## config.mk

```make
export PLATFORM = sky130hd
export DESIGN_NAME = csa_sub_pipe
export DESIGN_NICKNAME = d
export VERILOG_FILES = /design/src/rtl/csa_sub_pipe.sv
export SDC_FILE = /design/constraint.sdc
export NUM_CORES = 1
export LEC_CHECK = 0
export BUFFER_PORTS_ARGS = -buffer_cell sky130_fd_sc_hd__buf_2
export CAP_MARGIN = 20
export CORE_ASPECT_RATIO = 0.7
export CORE_MARGIN = 2
export CORE_UTILIZATION = 43
export CTS_CLUSTER_DIAMETER = 60
export CTS_CLUSTER_SIZE = 25
export DETAILED_ROUTE_END_ITERATION = 10
export GPL_TIMING_DRIVEN = 0
export SYNTH_ARGS = -nofsm -noshare
export SYNTH_HDL_FRONTEND = slang
export SYNTH_SLANG_ARGS = --single-unit
```

## constraint.sdc

```tcl
create_clock -name clk -period 2.4 [get_ports clk]
set_clock_uncertainty 0.1 [all_clocks]
set_input_delay 0.48 -clock clk [delete_from_list [all_inputs] [get_ports clk]]
set_output_delay 0.48 -clock clk [all_outputs]
set_load 0.05 [all_outputs]
```

## src/rtl/csa_sub_pipe.sv

```systemverilog
// csa_sub_pipe: pipelined carry-select subtractor, a - b - borrow_in, one SLICE-bit slice per stage
module csa_sub_pipe #(
  parameter int WIDTH = 16,
  parameter int SLICE = 4
) (
  input  logic             clk,
  input  logic             rst,
  input  logic             in_valid,
  output logic             in_ready,
  input  logic [WIDTH-1:0] a,
  input  logic [WIDTH-1:0] b,
  input  logic             borrow_in,
  output logic             out_valid,
  input  logic             out_ready,
  output logic [WIDTH-1:0] diff,
  output logic             borrow_out,
  output logic             ovf,
  output logic             zero
);
  localparam int NS = WIDTH / SLICE;
  logic en;
  assign en = !out_valid || out_ready;
  assign in_ready = en && !rst;
  genvar k;
  for (k = 0; k < NS; k++) begin : st
    localparam int R = WIDTH - (k + 1) * SLICE;
    logic vi, bi, ami, bmi, v, bw;
    logic [SLICE-1:0] sa, sb;
    logic [SLICE:0] s0, s1, sel;
    logic [(k+1)*SLICE-1:0] di, d;
    if (k == 0) begin : src
      assign vi  = in_valid;
      assign bi  = borrow_in;
      assign ami = a[WIDTH-1];
      assign bmi = b[WIDTH-1];
      assign sa  = a[SLICE-1:0];
      assign sb  = b[SLICE-1:0];
      assign di  = sel[SLICE-1:0];
    end else begin : src
      assign vi  = st[k-1].v;
      assign bi  = st[k-1].bw;
      assign ami = st[k-1].rem.am;
      assign bmi = st[k-1].rem.bm;
      assign sa  = st[k-1].rem.ra[SLICE-1:0];
      assign sb  = st[k-1].rem.rb[SLICE-1:0];
      assign di  = {sel[SLICE-1:0], st[k-1].d};
    end
    // both candidates share a + ~b; the incoming borrow only picks one
    assign s0  = {1'b0, sa} + {1'b0, ~sb};
    assign s1  = s0 + {{SLICE{1'b0}}, 1'b1};
    assign sel = bi ? s0 : s1;
    always_ff @(posedge clk)
      if (rst) begin
        v  <= 1'b0;
        bw <= 1'b0;
        d  <= '0;
      end else if (en) begin
        v  <= vi;
        bw <= ~sel[SLICE];
        d  <= di;
      end
    if (k < NS - 1) begin : rem
      logic [R-1:0] ra, rb, rai, rbi;
      logic am, bm;
      if (k == 0) begin : s
        assign rai = a[WIDTH-1:SLICE];
        assign rbi = b[WIDTH-1:SLICE];
      end else begin : s
        assign rai = st[k-1].rem.ra[R+SLICE-1:SLICE];
        assign rbi = st[k-1].rem.rb[R+SLICE-1:SLICE];
      end
      always_ff @(posedge clk)
        if (rst) begin
          ra <= '0;
          rb <= '0;
          am <= 1'b0;
          bm <= 1'b0;
        end else if (en) begin
          ra <= rai;
          rb <= rbi;
          am <= ami;
          bm <= bmi;
        end
    end
  end
  // flags are derived from the final stage inputs so they register alongside diff
  always_ff @(posedge clk)
    if (rst) begin
      ovf  <= 1'b0;
      zero <= 1'b0;
    end else if (en) begin
      ovf  <= (st[NS-1].ami != st[NS-1].bmi) && (st[NS-1].di[WIDTH-1] != st[NS-1].ami);
      zero <= st[NS-1].di == '0;
    end
  assign diff       = st[NS-1].d;
  assign borrow_out = st[NS-1].bw;
  assign out_valid  = st[NS-1].v;
endmodule

```

==> flow_metrics.py <==
metrics = {
    "setup_path": {
        "path_delay_family": "adder cells",
        "r2r_end": "zero",
        "crit_type": "reg2reg",
        "rr_worst_depth": 11,
        "arrival_ns": 2.43,
        "worstSetupEndpoint": "zero",
        "critPathBufInv": 3,
        "crit_path_frequent_cell": "inv_1",
        "required_ns": 2.57,
        "startpoint_type": "flop",
        "cp-startpoint": "st[2].rem.rb[0]",
        "max_stage_delay_ns": 0.49,
        "regToRegSetupSlack_ns": 0.15,
        "slowest_stage": "fa_1",
        "crit_chain": "inv_1 -> ha_2 -> inv_1 -> fa_1 -> inv_2 -> ha_1 -> and2b_1 -> xnor2_2 -> nand4_1 -> nand4b_1 -> a21oi_1",
        "timing.rr.start": "st[2].rem.rb[0]",
        "crit_fanout": 4,
        "endpoint_kind": "flop",
        "cp.depth": 11,
    },
    "grt": {
        "grt_max_degree": 20,
        "grt_pass1_wl_microns": 16950,
        "grt_overflow": 0,
        "track_usage_pct": 20.42,
        "grt_antenna_before_repair": 0,
        "grt_pass1_vias": 3488,
    },
    "floorplanning": {
        "row_count": 30,
        "die_w_microns": 123.7,
        "die-height_microns": 87.77,
        "ios": 58,
        "initial_core_util_pct": 44.34,
        "dieArea_sq_mm": 0.01085,
        "core_sq_mm": 0.009722,
    },
    "yosys": {
        "async_flop_share_pct": 0,
        "synth_cell_types": 39,
        "syn_nets": 594,
        "synthCells": 533,
        "synth_warnings": 0,
        "synth_area_sq_mm": 0.004310,
        "postSynthAreaPerCell_sq_um": 8.087,
        "synth_flop_cell": "dfxtp_1",
        "synth_seq_cells": 98,
        "synth_enable_flop_cells": 0,
        "yosysSeqAreaShare_pct": 45.52,
    },
    "final_layout": {
        "post-route-util_pct": 52.42,
        "layout_common_cells": "165 x nand2_1, 98 x dfxtp_1, 89 x a21oi_1, 66 x buf_2, 22 x clkbuf_1",
        "fin_nets": 661,
        "n_antenna_cell": 0,
        "drive_above_1_share_pct": 15.37,
        "design_area_sq_mm": 0.005096,
        "fillers": 980,
        "area_delta_synth_final_pct": 18.23,
        "layout_commonest_cell": "nand2_1",
    },
    "outcome": {
        "status": "finished clean",
    },
    "place": {
        "detailed_place_hpwl_microns": 7754,
        "portBuffers": 57,
        "dpl_cell_area_sq_mm": 0.004756,
        "gp_congestion": 0.8257,
    },
    "power_and_ir_drop": {
        "irDropWorstVdd_uv": 467.5,
        "p_leak_nw": 2.184,
        "p_per_area_mw_per_mm2": 793.2,
    },
    "hold_path": {
        "holdCritPathClass": "in2reg",
    },
    "clock_tree": {
        "cts_root_buf": "clkbuf_16",
        "clock_path_buffers": 2,
        "clock-sinks": 98,
        "clock_latency_ns": 0.34,
        "clkTransAtPathRegs_ns": 0.07,
        "cts_tree": "done",
        "holdBufCountCts": 0,
        "htreeDepth": 3,
        "numCtsBuffers": 9,
    },
    "detailed_routing": {
        "wl_microns": 10500,
        "vias_per_cell": 5.100,
        "route.detailed.drc": 0,
        "wire_per_inst_microns": 14.32,
        "num_vias": 3738,
        "drtPass1Iterations": 4,
        "first_iter_violations": 240,
        "ant_nets": 0,
    },
    "run": {
        "maxCapViolations": 0,
    },
    "sta": {
        "fmax_ghz": 0.4438,
        "worst_pin_slew_ns": 0.6495,
        "max-slew-margin-rel_pct": 56.70,
        "finalSetupViolCount": 0,
        "hold_viol_final": 0,
        "maxSlewViolCount": 0,
        "layout_min_cycle_time_ns": 2.253,
        "fin_tns_setup_ns": 0,
        "fin_crit_sh_pct": 93.88,
    },
}
-- state kept, by name, indices dropped and copies added (netlist names), 3 cells and up --
register / count
st.d: 24
st.rem.ra: 24
st.rem.rb: 24
st.v: 3
diff: 16
st.bw: 3
-- power breakdown --
part	switching, mW	internal [mW]	total [mW]	leakage (nW)
sequential	0.0855	1.75	1.84	0.808
combinational	0.385	0.262	0.647	1.23
clock	0.613	0.943	1.56	0.149
-- worst min-delay path, delay by kind of cell --
kind            cells  cell delay, ns
compound gates      1            0.05
buf+inv             1            0.09
simple gates        1            0.04
-- per-layer routing --
metal / track usage, % / vias to the layer above / wire [microns]
li1: - / 1896 / -
met1: 28.32 / 1739 / 5110
met2: 31.37 / 93 / 4589
met3: 6.055 / 10 / 697
met4: 4.959 / 0 / 102
met5: 0 / - / 0
-- metrics by stage --
stage          power, mW  cells  hold slack [ns]  worst slack (ns)
5_1_grt            4.217    733           0.2735          -0.02225
2_1_floorplan      2.335    533           0.3319            0.1324
6_report           4.042    733           0.2728            0.1470
3_5_place_dp       2.507    718           0.3420          -0.08241
4_1_cts            4.052    733           0.2679           0.06983
3_3_place_gp       2.493    718           0.3407           -0.1011
-- how the worst min path moves through the flow --
stage,cells after the start,to,slack (ns),start
6_report,3,st[0].rem.rb[3],0.27,b[7]
5_1_grt,3,st[0].rem.rb[11],0.27,b[15]
4_1_cts,3,st[0].v,0.27,in_valid
3_5_place_dp,2,diff[4],0.34,diff[4]
3_3_place_gp,2,diff[0],0.34,diff[0]
2_1_floorplan,2,st[0].rem.rb[0],0.33,st[0].rem.rb[0]
-- kinds of logic after synthesis --
family          share of synthesized area, %
fa+ha+maj                              7.663
simple gates                           21.77
xor+xnor                               3.628
mux                                    1.161
flops                                  45.52
compound gates                         15.38
buf+inv                                4.877
-- synth_stat cells, drive strengths merged (2+ instances only) --
cell type / n / area, sq um
nand3: 8 / 40.04
a21o: 8 / 60.06
buf: 12 / 56.30
xnor2: 12 / 105.1
clkbuf: 21 / 78.83
nand2b: 2 / 12.51
nand4b: 2 / 17.52
or2: 2 / 12.51
xor2: 5 / 51.30
nor2: 20 / 75.07
nor4: 4 / 25.02
fa: 4 / 80.08
a211oi: 11 / 92.58
and4b: 2 / 20.02
ha: 20 / 250.2
a21oi: 90 / 454.2
nand3b: 3 / 22.52
nor2b: 4 / 25.02
mux2i: 5 / 50.05
inv: 20 / 75.07
dfxtp: 98 / 1962
nand2: 165 / 619.3
or4: 2 / 15.01
a311oi: 3 / 32.53
-- repair_timing --
action | CTS | global route
cloned | 0 | 0
buffers inserted | 0 | 0
pin swaps | 0 | 2
setup endpoints to repair | 1 | 2
gates resized for setup | 0 | 5
-- layout make-up --
| class | instances | area (sq um) | area share [%] |
|---|---|---|---|
| Buffer | 32 | 131.4 | 2.578 |
| Clock buffer | 12 | 246.5 | 4.837 |
| Clock inverter | 4 | 75.07 | 1.473 |
| Inverter | 20 | 75.07 | 1.473 |
| Multi-Input combinational cell | 382 | 2161 | 42.40 |
| Sequential cell | 98 | 1962 | 38.50 |
| Tap cell | 128 | 160.2 | 3.143 |
| Timing Repair Buffer | 57 | 285.3 | 5.598 |
Note: power is estimated with default switching activity, not from simulation.
